### config.mk
export PLATFORM = sky130hd
export DESIGN_NAME = capture_reader
export DESIGN_NICKNAME = d
export VERILOG_FILES = /design/src/rtl/capture_reader.sv
export SDC_FILE = /design/constraint.sdc
export NUM_CORES = 1
export LEC_CHECK = 0
export ABC_AREA = 1
export BUFFER_PORTS_ARGS = -buffer_cell sky130_fd_sc_hd__buf_2
export CAP_MARGIN = 20
export CORE_MARGIN = 5
export CORE_UTILIZATION = 55
export CTS_CLUSTER_DIAMETER = 50
export DETAILED_ROUTE_END_ITERATION = 16
export PLACE_DENSITY_LB_ADDON = 0.12
export RECOVER_POWER = 100
export SETUP_SLACK_MARGIN = 0.5
export SYNTH_ARGS = -nofsm -noshare
export SYNTH_HDL_FRONTEND = slang
export SYNTH_SLANG_ARGS = --single-unit
### constraint.sdc
create_clock -name clk_50mhz -period 2.2 [get_ports clk_50mhz]
set_input_delay 0.33 -clock clk_50mhz [delete_from_list [all_inputs] [get_ports clk_50mhz]]
set_output_delay 0.33 -clock clk_50mhz [all_outputs]
set_load 0.005 [all_outputs]
### src/rtl/capture_reader.sv
// Streams a finished capture out of the circular sample RAM, oldest sample first.
// Define CAPTURE_READER_HEADER_EN to prefix each readout with 8'hA5 and the trigger offset.
module capture_reader #(
  parameter int SAMPLE_DEPTH = 8,
  parameter int PRETRIG      = 128
) (
  input  logic                    clk_50mhz,
  input  logic                    reset,
  input  logic                    start,
  input  logic [SAMPLE_DEPTH-1:0] offset,
  output logic                    busy,
  output logic                    done,
  output logic [SAMPLE_DEPTH-1:0] mem_addr,
  output logic                    mem_re,
  input  logic [7:0]              mem_data,
  output logic [7:0]              out_data,
  output logic                    out_valid,
  input  logic                    out_ready
);

  localparam int D = SAMPLE_DEPTH;
  localparam logic [D-1:0] PRE = D'(PRETRIG);

  typedef enum logic [2:0] {
    S_IDLE,
`ifdef CAPTURE_READER_HEADER_EN
    S_HDR0,
    S_HDR1,
`endif
    S_FETCH,
    S_WAIT,
    S_PRESENT,
    S_DONE
  } state_t;

  state_t       state;
  logic [D-1:0] base;
  logic [D:0]   cnt;
  logic [D:0]   cnt_nxt;

`ifdef CAPTURE_READER_HEADER_EN
  logic [D-1:0] off_q;
`endif

  assign cnt_nxt = cnt + (D+1)'(1);

  always_ff @(posedge clk_50mhz or posedge reset) begin
    if (reset) begin
      state     <= S_IDLE;
      base      <= '0;
      cnt       <= '0;
      busy      <= 1'b0;
      done      <= 1'b0;
      mem_addr  <= '0;
      mem_re    <= 1'b0;
      out_data  <= '0;
      out_valid <= 1'b0;
`ifdef CAPTURE_READER_HEADER_EN
      off_q     <= '0;
`endif
    end else begin
      unique case (state)
        S_IDLE: begin
          if (start) begin
            base <= offset - PRE;
            cnt  <= '0;
            busy <= 1'b1;
`ifdef CAPTURE_READER_HEADER_EN
            off_q     <= offset;
            out_data  <= 8'hA5;
            out_valid <= 1'b1;
            state     <= S_HDR0;
`else
            mem_re   <= 1'b1;
            mem_addr <= offset - PRE;
            state    <= S_FETCH;
`endif
          end
        end
`ifdef CAPTURE_READER_HEADER_EN
        S_HDR0: begin
          if (out_ready) begin
            out_data <= 8'(off_q);
            state    <= S_HDR1;
          end
        end
        S_HDR1: begin
          if (out_ready) begin
            out_valid <= 1'b0;
            mem_re    <= 1'b1;
            mem_addr  <= base;
            state     <= S_FETCH;
          end
        end
`endif
        S_FETCH: begin
          mem_re <= 1'b0;
          state  <= S_WAIT;
        end
        S_WAIT: begin
          out_data  <= mem_data;
          out_valid <= 1'b1;
          state     <= S_PRESENT;
        end
        S_PRESENT: begin
          if (out_ready) begin
            out_valid <= 1'b0;
            cnt       <= cnt_nxt;
            // carry out of the low bits means every sample has gone
            if (cnt_nxt[D]) begin
              busy  <= 1'b0;
              done  <= 1'b1;
              state <= S_DONE;
            end else begin
              mem_re   <= 1'b1;
              mem_addr <= base + cnt_nxt[D-1:0];
              state    <= S_FETCH;
            end
          end
        end
        S_DONE: begin
          if (!start) begin
            done  <= 1'b0;
            state <= S_IDLE;
          end
        end
        default: state <= S_IDLE;
      endcase
    end
  end

endmodule

* Yosys cells after proc, flatten, opt, wreduce, memory -nomap -nowiden *
Index checks and enable logic that the tools add are counted.

operators by class
  eq/ne operators = 9
  $add $sub $neg = 3
  reduce and logical (&&, ||, !) cells = 13
  multiplexer cells = 25

operators by type and width
  operator                                                                number
  8-bit two-way mux                                                       3
  9-bit two-way mux                                                       2
  9-bit case mux with 2 select lines                                      1
  8-bit case mux with 2 select lines                                      1
  4-bit AND reduction                                                     4
  3-bit case mux with 5 select lines                                      1
  3-bit two-way mux                                                       4
  2-bit inequality test (second input constant)                           5
  9-bit by 1-bit adder with 9-bit output (second input constant)          1
  1-bit two-way mux                                                       9
  8-bit adder                                                             1
  8-bit subtractor (second input constant)                                1
  3-bit by 2-bit equality test with 1-bit output (second input constant)  2
  1-bit case mux with 2 select lines                                      3
  3-bit AND reduction                                                     2
  2-bit nonzero test                                                      3
  2-bit AND reduction                                                     2
  3-bit by 1-bit equality test with 1-bit output (second input constant)  1
  3-bit equality test (second input constant)                             1
  3-bit zero test                                                         1
  1-bit case mux with 3 select lines                                      1
  3-bit nonzero test                                                      1

word-level totals
  logic and storage cells = 59
  flip-flop bits (word level) = 40
  bits of input ports = 20

* Depth between registers and ports, before layout *
  depth after elaboration = 5
  depth in mapped cells = 18

* Least setup slack after synthesis *
OpenSTA, ideal clock, no wires.

  path kind = register to register
  start = reg cnt[1]
  end = reg mem_addr[7]
  slack = 0.186 ns
  arrival time = 1.898 ns
  cell stages (with the launch flop) = 18
  buffers on the path = 0
  clock period less this slack = 2.014 ns
  setup time = 0.116 ns
  path through = dfrtp_1 -> ha_1 -> nand2_1 -> nor2_2 -> inv_1 -> o21ai_0 -> inv_1 -> ha_1 -> nand2_1 -> inv_1 -> nand2_1 -> nand2_1 -> nor2_1 -> inv_1 -> nand2_1 -> nand3_1 -> nand2_1 -> nand2_1

between the ends
  word-level cells in the longest chain between the ends = 5
  elaborated cells on any way between the ends = 7

ends and longest elaborated chain
  what                                        line  source
  start, declared                             38    logic [D:0] cnt;
  start signal, assigned                      108   cnt <= cnt_nxt;
  9-bit by 1-bit adder with 9-bit output (*)  45    assign cnt_nxt = cnt + (D+1)'(1);
  8-bit adder                                 116   mem_addr <= base + cnt_nxt[D-1:0];
  8-bit two-way mux                           110   if (cnt_nxt[D]) begin
  8-bit two-way mux                           106   if (out_ready) begin
  8-bit case mux with 2 select lines          62    unique case (state)
  end signal, assigned                        75    mem_addr <= offset - PRE;
  end signal, assigned                        116
  end, declared                               13    output logic [SAMPLE_DEPTH-1:0] mem_addr,

Every way passes the cells marked *; elsewhere a longest branch is shown, timed or not. The select of a mux whose other input is x is not followed.
A chain may end at the register's enable or synchronous reset.

* Final worst setup path *
Same ends and word-level chain as after synthesis.

==> metrics.csv <==
stage,metric,value,unit
min_path,hp-class,input pin to flop,
drt,drt-wirelength-per-cell,14.1,um
logic_synthesis,synth_edf_count,0,
global_route,grt_pass1_vias,2002,
logic_synthesis,yosysSeqAreaShare,45.2,%
critical_path,critPathLaunchType,flop,
critical_path,cp.required,2.40,ns
logic_synthesis,ys_ff_latch,40,
pwr,swShare,41.5,%
sta,setup-violations-final,0,
pwr,internal_power,2640,uW
critical_path,arrival,2.28,ns
clock_tree,cts.sinks,40,
pwr,switchingPower,1870,uW
pwr,leakagePower,0.00155,uW
critical_path,reg2reg_depth,15,
drt,drc,0,
critical_path,reg2reg_slack,0.12,ns
floorplan,die-width,73.5,um
critical_path,r2r-start,cnt[1],
critical_path,critPathCaptureType,flop,
floorplan,die_area,5400,um2
drt,vias,1998,
sta,slew_headroom,33.1,%
critical_path,worst-path-max-fanout,5,
sta,skew,0.00820,ns
global_route,grt_max_degree,41,
logic_synthesis,postSynthNetCount,295,
logic_synthesis,yosys_warnings,0,
floorplan,core,3940,um2
global_route,grtUsageTotal,20.9,%
run,cap_viol_max_count,0,
sta,rsz0062_at_grt,yes,
placement,io_buffer_count,39,
sta,hold_viol,0,
min_path,worstHoldStart,offset[7],
sta,period_minus_slack,2.08,ns
sta,setup_tns,0,ns
floorplan,die_h,73.5,um
drt,firstDrtPassIters,5,
floorplan,top_level_ports,40,
logic_synthesis,synth_area_per_cell,8.36,um2
finish,fillers,270,
clock_tree,cts_tree,built,
critical_path,startpoint,cnt[1],
pwr,vdd_drop_max,827,uV
logic_synthesis,netlist_area,2220,um2
min_path,holdPathEnd,base[7],
placement,gp_congestion,0.855,
logic_synthesis,synth-async-reset-ratio,100,%
placement,dp_hpwl,3410,um
critical_path,critPathKind,flop to flop,
clock_tree,htreeDepth,2,
finish,nets,368,
finish,syn2layout_area_growth,37.0,%
sta,finalCritPeriodShare,94.6,%
global_route,antenna_found_initial,0,
pwr,power_frac_seq,29.2,%
global_route,grt_first_pass_wirelength,8790,um
pwr,p_comb_share,57.3,%
logic_synthesis,synthCells,265,
min_path,hold_depth,2,
logic_synthesis,ys.flop_type,dfrtp_1,
clock_tree,cts_buffer_depth,2,
logic_synthesis,synth_cell_types,29,
pwr,power.density,1490,nW/um2
status,outcome,"finished, final reports clean",
sta,final-max-slew-violation-count,0,
clock_tree,cts-buffers-inserted,5,
floorplan,rows,23,
drt,drtIter0Drc,94,
sta,fmax,0.481,GHz
finish,finalCoreUtilization,77.0,%
clock_tree,cts_root_buffer,clkbuf_8,
drt,ant_nets,0,
drt,via_per_inst,5.14,
floorplan,initial_core_util,56.2,%
finish,drive_above_1_share,37.8,%
clock_tree,clk_pin_slew,0.09,ns
sta,worst_slew_pin_slew,1.00,ns
global_route,overflow,0,
critical_path,r2r_end,mem_addr[7],
clock_tree,clock_latency,0.30,ns
finish,insertedDiodeCount,0,
drt,wl,5490,um
pwr,power.share.clock,13.5,%
power by group through the flow:
stage	registers [uW]	clock network (uW)	logic, uW
after floorplan	1300	0	1460
after global placement	1300	0	1930
after detailed placement	1310	0	1970
after CTS	1320	623	2250
after global routing	1360	651	2850
final	1320	611	2590
sequential cells by signal (all words and copies together) (netlist names):
| register | flops |
|---|---|
| base | 8 |
| busy | 1 |
| cnt | 9 |
| done | 1 |
| mem_addr | 8 |
| mem_re | 1 |
| out_data | 8 |
| out_valid | 1 |
| state | 3 |
cells by family (layout without fill, tap and decap cells):
family	Yosys count	in the layout	share of synthesized area [%]
xor+xnor	4	4	1.58
fa+ha+maj	10	10	5.99
mux	9	9	4.57
simple gates	128	128	27.4
buf+inv	44	118	7.91
compound gates	30	30	7.40
flops	40	40	45.2
critical path: stages (launching register included):
cell,delay (ns)
dfrtp_1,0.43
nand2_2,0.10
nor2_4,0.11
buf_6,0.13
xor2_4,0.17
inv_2,0.08
ha_4,0.30
nand2_1,0.06
inv_1,0.08
nand2_1,0.07
nor2_2,0.11
nor2_2,0.05
nand3_1,0.07
nand3_1,0.09
nand2_1,0.09
nand2_1,0.05
metal layers:
layer | up-vias | global-route usage [%] | part of all wire, %
li1 | 985 | - | -
met1 | 941 | 26.8 | 43
met2 | 55 | 34.0 | 51
met3 | 17 | 4.79 | 3.9
met4 | 0 | 8.45 | 2.2
met5 | - | 0 | 0
how the worst max path moves through the flow:
| stage | endpoint | slack [ns] | cells past startpoint |
|---|---|---|---|
| finish | mem_addr[7] | 0.12 | 15 |
| global route | mem_addr[7] | 0.007 | 18 |
| CTS | mem_addr[7] | 0.18 | 18 |
| detailed placement | mem_addr[6] | 0.04 | 15 |
| global placement | mem_addr[6] | 0.05 | 15 |
| floorplan | mem_addr[6] | 0.25 | 14 |
cells in the final DEF (no fill, tap or decap), drive strengths merged:
cell type  count
a21oi          4
a22o           2
buf           54
bufinv         1
clkbuf        20
clkinv         1
clkinvlp       2
dfrtp         40
fa             1
ha             9
inv           40
mux2           9
nand2         82
nand3         20
nand3b         1
nand4          3
nor2          18
o21ai         19
o22ai          5
or2            4
xnor2          1
xor2           3
through the flow:
step / cell area [um2] / hold slack, ns / std cells / total power [uW] / setup WS (ns)
after floorplan: 2280 / 0.442 / 265 / 2760 / 0.249
after global placement: 2540 / 0.458 / 353 / 3230 / 0.0458
after detailed placement: 2540 / 0.458 / 353 / 3280 / 0.0450
after CTS: 2860 / 0.157 / 375 / 4190 / 0.181
after global routing: 3040 / 0.245 / 389 / 4860 / 0.00733
final: 3040 / 0.247 / 389 / 4520 / 0.120
layout make-up:
class	instances	area [um2]	share of cell area (%)
Clock buffer	5	68.8	2.27
Clock inverter	3	42.5	1.40
Multi-Input combinational cell	181	1280	42.1
Inverter	41	160	5.27
Sequential cell	40	1000	33.0
Tap cell	50	62.6	2.06
Timing Repair Buffer	69	423	13.9
Yosys cell counts (2+ instances only):
library cell	instances	area, um2
o21ai_0	19	95.1
nor2_1	11	41.3
nor2_2	6	37.5
inv_1	36	135
nand4_1	3	18.8
inv_2	3	11.3
mux2_2	9	101
a21oi_1	4	20.0
o22ai_1	5	31.3
nand2_1	77	289
nand3_2	2	20.0
dfrtp_1	40	1000
a22o_1	2	17.5
or2_2	3	18.8
xor2_1	3	26.3
nand2_2	2	12.5
ha_1	9	113
buf_2	2	10.0
nand3_1	18	90.1
nand2_4	2	22.5
what timing repair did:
action	4_1_cts	5_1_grt
pin swaps	11	18
setup endpoints to repair	6	10
gates resized for setup	22	29
setup buffers	14	14
hold buffers	0	0
Power figures use the tool's default switching activity.
